**src/rtl/gpio_uart_pkg.sv**
```systemverilog
// rtl/gpio_uart_pkg.sv - shared state encoding and register bit indices for gpio_uart_tx
package gpio_uart_pkg;

  // Transmit FSM states; PARITY only exists in the parity build.
  typedef enum logic [2:0] {
    ST_IDLE   = 3'd0,
    ST_START  = 3'd1,
    ST_DATA   = 3'd2,
`ifdef GPIO_UART_TX_PARITY_EN
    ST_PARITY = 3'd3,
`endif
    ST_STOP   = 3'd4
  } uart_state_t;

  // cpu_status bit positions
  localparam int STAT_BUSY    = 0;
  localparam int STAT_FULL    = 1;
  localparam int STAT_EMPTY   = 2;
  localparam int STAT_ACK     = 3;
  localparam int STAT_CNT_LSB = 4;
  localparam int STAT_OVF     = 8;

  // cpu_ctrl bit positions
  localparam int CTRL_TX_EN   = 0;
  localparam int CTRL_CLR_OVF = 1;

  // cpu_out write-strobe toggle position
  localparam int OUT_TOGGLE   = 8;

`ifdef GPIO_UART_TX_PARITY_EN
  // Even parity: the parity bit makes the total count of ones even.
  function automatic logic even_parity(input logic [7:0] b);
    return ^b;
  endfunction
`endif

endpackage

```
**src/rtl/sync_fifo.sv**
```systemverilog
// rtl/sync_fifo.sv - single-clock FIFO with occupancy count, async active-low reset
module sync_fifo #(
  parameter int DEPTH = 8,
  parameter int WIDTH = 8,
  localparam int AW = $clog2(DEPTH)
) (
  input  logic             clk,
  input  logic             rst_n,
  input  logic             push,
  input  logic [WIDTH-1:0] wdata,
  input  logic             pop,
  output logic [WIDTH-1:0] rdata,
  output logic             full,
  output logic             empty,
  output logic [AW:0]      count
);

  logic [WIDTH-1:0] mem [DEPTH];
  logic [AW-1:0]    wr_ptr;
  logic [AW-1:0]    rd_ptr;
  logic             do_push;
  logic             do_pop;

  assign full    = (count == (AW+1)'(DEPTH));
  assign empty   = (count == '0);
  assign do_push = push & ~full;
  assign do_pop  = pop & ~empty;
  assign rdata   = mem[rd_ptr];

  // Storage array; written only on an accepted push.
  always_ff @(posedge clk) begin
    if (do_push) mem[wr_ptr] <= wdata;
  end

  // Pointers wrap naturally because DEPTH is a power of two.
  always_ff @(posedge clk or negedge rst_n) begin
    if (!rst_n) begin
      wr_ptr <= '0;
      rd_ptr <= '0;
      count  <= '0;
    end else begin
      if (do_push) wr_ptr <= wr_ptr + 1'b1;
      if (do_pop)  rd_ptr <= rd_ptr + 1'b1;
      case ({do_push, do_pop})
        2'b10:   count <= count + 1'b1;
        2'b01:   count <= count - 1'b1;
        default: count <= count;
      endcase
    end
  end

endmodule

```
**src/rtl/gpio_uart_tx.sv**
```systemverilog
// rtl/gpio_uart_tx.sv - GPIO-driven UART transmitter; GPIO_UART_TX_PARITY_EN adds even parity
module gpio_uart_tx
  import gpio_uart_pkg::*;
#(
  parameter int CLKS_PER_BIT = 434,
  parameter int DEPTH        = 8
) (
  input  logic        clk,
  input  logic        rst_n,
  input  logic [31:0] cpu_out,
  input  logic [31:0] cpu_ctrl,
  output logic [31:0] cpu_status,
  output logic        tx
);

  localparam int CW = $clog2(DEPTH) + 1;
  localparam logic [15:0] BAUD_RELOAD = 16'(CLKS_PER_BIT - 1);

  uart_state_t   state;
  logic          tog_q;
  logic          ack_q;
  logic          ovf_q;
  logic          tx_q;
  logic [15:0]   baud_cnt;
  logic [2:0]    bit_cnt;
  logic [7:0]    shreg;
`ifdef GPIO_UART_TX_PARITY_EN
  logic          par_q;
`endif

  logic          write_ev;
  logic          push;
  logic          pop;
  logic          tx_en;
  logic [7:0]    fifo_rdata;
  logic          fifo_full;
  logic          fifo_empty;
  logic [CW-1:0] fifo_count;
  logic [4:0]    count_ext;
  logic          unused_bits;

  assign unused_bits = ^{cpu_out[31:9], cpu_ctrl[31:2]};

  assign tx_en    = cpu_ctrl[CTRL_TX_EN];
  assign write_ev = cpu_out[OUT_TOGGLE] ^ tog_q;
  // Full is judged on the pre-pop state, so a same-cycle pop never rescues a push.
  assign push     = write_ev & ~fifo_full;
  assign pop      = (state == ST_IDLE) & tx_en & ~fifo_empty;
  assign tx       = tx_q;

  sync_fifo #(.DEPTH(DEPTH), .WIDTH(8)) u_fifo (
    .clk   (clk),
    .rst_n (rst_n),
    .push  (push),
    .wdata (cpu_out[7:0]),
    .pop   (pop),
    .rdata (fifo_rdata),
    .full  (fifo_full),
    .empty (fifo_empty),
    .count (fifo_count)
  );

  // Toggle edge detector, write acknowledge and sticky overflow flag.
  always_ff @(posedge clk or negedge rst_n) begin
    if (!rst_n) begin
      tog_q <= 1'b0;
      ack_q <= 1'b0;
      ovf_q <= 1'b0;
    end else begin
      tog_q <= cpu_out[OUT_TOGGLE];
      if (push) ack_q <= cpu_out[OUT_TOGGLE];
      if (write_ev && fifo_full)        ovf_q <= 1'b1;
      else if (cpu_ctrl[CTRL_CLR_OVF])  ovf_q <= 1'b0;
    end
  end

  // Frame sequencer: each non-idle state lasts CLKS_PER_BIT cycles per bit.
  always_ff @(posedge clk or negedge rst_n) begin
    if (!rst_n) begin
      state    <= ST_IDLE;
      baud_cnt <= '0;
      bit_cnt  <= '0;
      shreg    <= '0;
`ifdef GPIO_UART_TX_PARITY_EN
      par_q    <= 1'b0;
`endif
    end else if (state == ST_IDLE) begin
      if (pop) begin
        shreg    <= fifo_rdata;
`ifdef GPIO_UART_TX_PARITY_EN
        par_q    <= even_parity(fifo_rdata);
`endif
        baud_cnt <= BAUD_RELOAD;
        bit_cnt  <= '0;
        state    <= ST_START;
      end
    end else if (baud_cnt != '0) begin
      baud_cnt <= baud_cnt - 1'b1;
    end else begin
      baud_cnt <= BAUD_RELOAD;
      case (state)
        ST_START: state <= ST_DATA;
        ST_DATA: begin
          if (bit_cnt == 3'd7) begin
            bit_cnt <= '0;
`ifdef GPIO_UART_TX_PARITY_EN
            state   <= ST_PARITY;
`else
            state   <= ST_STOP;
`endif
          end else begin
            bit_cnt <= bit_cnt + 1'b1;
            shreg   <= shreg >> 1;
          end
        end
`ifdef GPIO_UART_TX_PARITY_EN
        ST_PARITY: state <= ST_STOP;
`endif
        ST_STOP: begin
          baud_cnt <= '0;
          state    <= ST_IDLE;
        end
        default: begin
          baud_cnt <= '0;
          state    <= ST_IDLE;
        end
      endcase
    end
  end

  // Registered serial line, one cycle behind the state that selects it.
  always_ff @(posedge clk or negedge rst_n) begin
    if (!rst_n) begin
      tx_q <= 1'b1;
    end else begin
      case (state)
        ST_START:  tx_q <= 1'b0;
        ST_DATA:   tx_q <= shreg[0];
`ifdef GPIO_UART_TX_PARITY_EN
        ST_PARITY: tx_q <= par_q;
`endif
        default:   tx_q <= 1'b1;
      endcase
    end
  end

  assign count_ext = 5'(fifo_count);

  // Status word assembled purely from registered state.
  always_comb begin
    cpu_status                         = '0;
    cpu_status[STAT_BUSY]              = (state != ST_IDLE);
    cpu_status[STAT_FULL]              = fifo_full;
    cpu_status[STAT_EMPTY]             = fifo_empty;
    cpu_status[STAT_ACK]               = ack_q;
    cpu_status[STAT_CNT_LSB +: 4]      = count_ext[3:0];
    cpu_status[STAT_OVF]               = ovf_q;
  end

endmodule
```
**config.mk**
```make
export PLATFORM = sky130hd
export DESIGN_NAME = gpio_uart_tx
export DESIGN_NICKNAME = d
export VERILOG_FILES = /design/src/rtl/gpio_uart_pkg.sv /design/src/rtl/sync_fifo.sv /design/src/rtl/gpio_uart_tx.sv
export SDC_FILE = /design/constraint.sdc
export NUM_CORES = 1
export LEC_CHECK = 0
export CORE_UTILIZATION = 40
export CTS_CLUSTER_DIAMETER = 100
export DETAILED_ROUTE_END_ITERATION = 12
export GPL_TIMING_DRIVEN = 0
export SLEW_MARGIN = 25
export SYNTH_ARGS = -nofsm -noshare
export SYNTH_HDL_FRONTEND = slang
export SYNTH_SLANG_ARGS = --single-unit
```
**constraint.sdc**
```tcl
create_clock -name clk -period 3.41 [get_ports clk]
set_input_delay 0.341 -clock clk [delete_from_list [all_inputs] [get_ports clk]]
set_output_delay 0.341 -clock clk [all_outputs]
set_load 0.05 [all_outputs]
```
==> results.txt <==
The async set-reset flop share out of synthesis is 0.407. The simple logic cell fraction of the synthesized area is 0.0935, and the number of antenna violations at the first check in global routing is 0. Share of the clock period used by the worst path: 0.912. The detailed router put a total of 4120 um of wire on met1. After clock tree synthesis, the clock-pin slew on the worst setup and hold paths is 80 ps. The adder-cell share of the synthesized area is 0.0286. The number of antenna diodes in the final layout is 0. In the final layout, the multi-input gates occupy 1700 um2.

The tools report the via count of the first global-routing pass as 2897. IR analysis of the VDD net gives a maximum drop of 364 uV. Most frequently used flop master after synthesis: sky130_fd_sc_hd__edfxtp_1. The number of cells on the worst reg-to-reg path is 11.

Headroom to the max-slew limit: 0.398. Setup repair after global routing left no endpoint under its margin. The tightest min-delay check is of the in2async type. Mux share of post-synthesis cell area: 0.0981.

Across all layers, the routed design uses 3011 vias. The floorplan core area is 12000 um2, and the worst endpoint data arrival time is 3340 ps. Entering global routing, the biggest net connects 29 pins.

Across the run, the number of max-cap violations was 0. The total routing usage reported by global routing came out at 0.154. The worst register-to-register path begins at state[0]. The aggregate negative setup slack is 0 ps. Prior to clock tree synthesis, the placed netlist has a worst setup slack of 50.0 ps. The area added between synthesis and finish was 16.9%; the share of synthesized area occupied by flip-flops and latches was 0.613.

The H-tree generated during clock tree synthesis spans 3 levels. Effective utilization at floorplan: 0.411. The uppermost layer routed is met4.

Synthesis instantiated 49 different standard cells from the library. The overflow left after global routing was 0; the number of nets in the layout was 509. The XOR/XNOR share of the synthesized area was 0.0160. Setup violations remaining at the end of the flow were counted as 0. The number of port buffers was 22. For the number of remaining DRC errors, the log shows 0.

Dividing the detail-routed wire length by the instance count gives 15.4 um. The later pin in the worst-skew pair is clocked with a latency of 350 ps. Summing all flip-flop and latch instances after layout gives 3020 um2. The pre-antenna-repair detailed-routing pass consisted of 5 iterations. The final number of hold-violating endpoints was 0; the count of synthesis-stage warnings from yosys was 0.

Synthesis produced 377 cells. Startpoint type of the worst setup path: a flip-flop. TritonCTS built the clock tree. Each instance of the synthesized netlist takes up on average 13.1 um2.

Capture instance of the worst register-to-register path: u_fifo.count[3]. For this design, the sink count on the clock tree is 108. Dividing the detail-routed via count by the number of cells gives 5.14. The share of layout cells above drive strength 1 was 0.185; the fraction of the mapped netlist area in compound gates was 0.0879. The run gives 0 as the max-slew violation count. After synthesis the netlist holds a flip-flop and latch count of 108. The flow ran to the end, and the final reports show no timing, DRC or antenna violations.

The cell area after synthesis is 4940 um2, and the number of buffers inserted by post-CTS setup repair is 0. The die width is 113 um, and the number of rows created at floorplan is 40. The detailed router finished its first iteration with 135 violations.

The cell type with the largest total area after synthesis was sky130_fd_sc_hd__edfxtp_1. In this run, synthesis inferred 64 flip-flops with an integrated enable. The first global-routing pass estimated 14800 um of wire. The final clock skew is 8.89 ps, and the power per standard cell area is 591 nW/um2.

Maximum clock insertion buffer count: 2. Category of the most critical setup path: reg2reg. The smallest clock period supported by the final layout is computed as 3110 ps. Of all nets on the critical path, the largest fanout is 10. Overall power consumption after layout is estimated at 3410 uW.

The wire length reported by the detailed router was 9040 um. The die covers 12800 um2. Setup slack on the worst reg-to-reg path comes out at 300 ps. The top cell type's share of synthesized area is 0.389.

Counting the fill cells in the layout gives 1065. In this run the static leakage power is 0.00216 uW. Number of buffers created by CTS: 9. The HPWL after detailed placement is 6160 um. Clock tree synthesis selected as its root buffer the cell sky130_fd_sc_hd__clkbuf_16.

In this run the remaining antenna-violating nets after routing total 0. STA classifies the critical path endpoint as a flip-flop. 99 I/O pins were placed. The worst-margin pin slew was 898 ps; the total met2 wirelength after detailed routing was 4480 um. By area, the combinational part of the netlist is dominated by multiplexers.

Endpoint required time on the critical path: 3640 ps. Post-layout utilization of the core: 0.481. By area the synthesized netlist is led by sky130_fd_sc_hd__edfxtp_1 39%, sky130_fd_sc_hd__dfrtp_1 22%, sky130_fd_sc_hd__mux4_2 7.3%. Worst-case setup margin in the final layout: 300 ps. The final weighted congestion in routability-driven placement is 0.800. The die is 113 um tall. In the detailed route, the total length drawn on met3 is 316 um. The tools report the highest attainable clock frequency as 322 MHz.
-- sequential cells by signal, indices dropped and copies added, names as in the netlist --
register,count
tx,1
bit_cnt,3
ack_q,1
u_fifo.count,4
u_fifo.wr_ptr,3
u_fifo.mem,64
state,3
shreg,8
ovf_q,1
baud_cnt,16
tog_q,1
u_fifo.rd_ptr,3
-- metal layers --
layer,vias to the layer above,GRT usage
li1,1453,-
met1,1481,0.194
met2,63,0.257
met3,14,0.0450
met4,0,0.0447
met5,-,0
-- cells in the final DEF, fill, tap and decap left out, drive strengths merged, types with 16 or more instances in the layout --
cell type and count:
clkdlybuf4s50 21, inv 20, edfxtp 64, nand2 38
dfrtp 43, mux4 16, conb 23, buf 34
o21ai 37, clkbuf 17, nor2 23
-- how the worst max path moves through the flow --
stage / from / end / slack (ps) / depth (start not counted)
6_report: state[0] / u_fifo.count[3] / 300 / 11
5_1_grt: state[0] / u_fifo.count[3] / 110 / 11
4_1_cts: state[0] / u_fifo.count[3] / 30 / 11
3_5_place_dp: state[0] / u_fifo.count[3] / 50 / 11
3_3_place_gp: state[0] / u_fifo.count[3] / 110 / 11
2_1_floorplan: state[0] / u_fifo.count[3] / 470 / 11
-- cells in the mapped netlist (3+ instances only) --
library cell               number
sky130_fd_sc_hd__edfxtp_1      64
sky130_fd_sc_hd__dfrtp_1       43
sky130_fd_sc_hd__nand2_1       38
sky130_fd_sc_hd__o21ai_0       37
sky130_fd_sc_hd__buf_4         27
sky130_fd_sc_hd__nor2_1        23
sky130_fd_sc_hd__mux4_2        16
sky130_fd_sc_hd__inv_1         15
sky130_fd_sc_hd__a21oi_1       12
sky130_fd_sc_hd__mux2i_1        9
sky130_fd_sc_hd__ha_1           8
sky130_fd_sc_hd__clkbuf_1       7
sky130_fd_sc_hd__nor3_1         7
sky130_fd_sc_hd__o31ai_1        6
sky130_fd_sc_hd__xnor2_1        6
sky130_fd_sc_hd__nand3_1        5
sky130_fd_sc_hd__buf_2          4
sky130_fd_sc_hd__nand2b_1       4
sky130_fd_sc_hd__a31oi_1        3
sky130_fd_sc_hd__mux2_2         3
sky130_fd_sc_hd__nor2b_1        3
sky130_fd_sc_hd__o22ai_1        3
sky130_fd_sc_hd__xor2_1         3
-- where the power goes --
part / total [uW] / switching [uW] / leakage, uW / internal (uW)
sequential: 1650 / 88.1 / 0.00109 / 1560
clock: 1090 / 502 / 0.000152 / 589
combinational: 672 / 426 / 0.000915 / 247
-- layout make-up --
cell class	count	area share
Tap cell	147	0.0319
Buffer	39	0.0438
Multi-Input combinational cell	237	0.295
Inverter	15	0.00975
Clock inverter	6	0.0137
Timing Repair Buffer	24	0.0425
Clock buffer	10	0.0397
Sequential cell	108	0.524
-- logic make-up after synthesis --
| group | count (synthesis) |
|---|---|
| other | 1 |
| muxes | 28 |
| AOI/OAI and AO/OA | 73 |
| and+or+nand+nor | 93 |
| xor gates and xnor gates | 9 |
| adders and majority gates | 11 |
| buffers and inverters | 54 |
| DFF | 108 |
-- repair_timing --
item                       CTS  global route
gates resized for setup      0             1
setup endpoints to repair    0             1
hold endpoints to repair    15             0
hold buffers                 1             0
-- metrics by stage --
stage	cell area, um2	cells	hold WS [ps]
5_1_grt	5770	586	495
3_5_place_dp	5450	569	296
3_3_place_gp	5420	568	461
2_1_floorplan	5020	399	45.4
4_1_cts	5770	586	456
6_report	5770	586	456
-- critical path, cell delays in order, from the launching register on --
cell and delay [ps]:
sky130_fd_sc_hd__dfrtp_1 360, sky130_fd_sc_hd__clkbuf_1 220, sky130_fd_sc_hd__nor3_4 450, sky130_fd_sc_hd__inv_1 230, sky130_fd_sc_hd__nor2_1 520, sky130_fd_sc_hd__ha_1 300, sky130_fd_sc_hd__ha_1 240, sky130_fd_sc_hd__a21o_1 170
sky130_fd_sc_hd__a21oi_1 160, sky130_fd_sc_hd__xnor2_1 140, sky130_fd_sc_hd__nor2_1 70, sky130_fd_sc_hd__xor2_1 140
(Power assumes the default switching activity.)
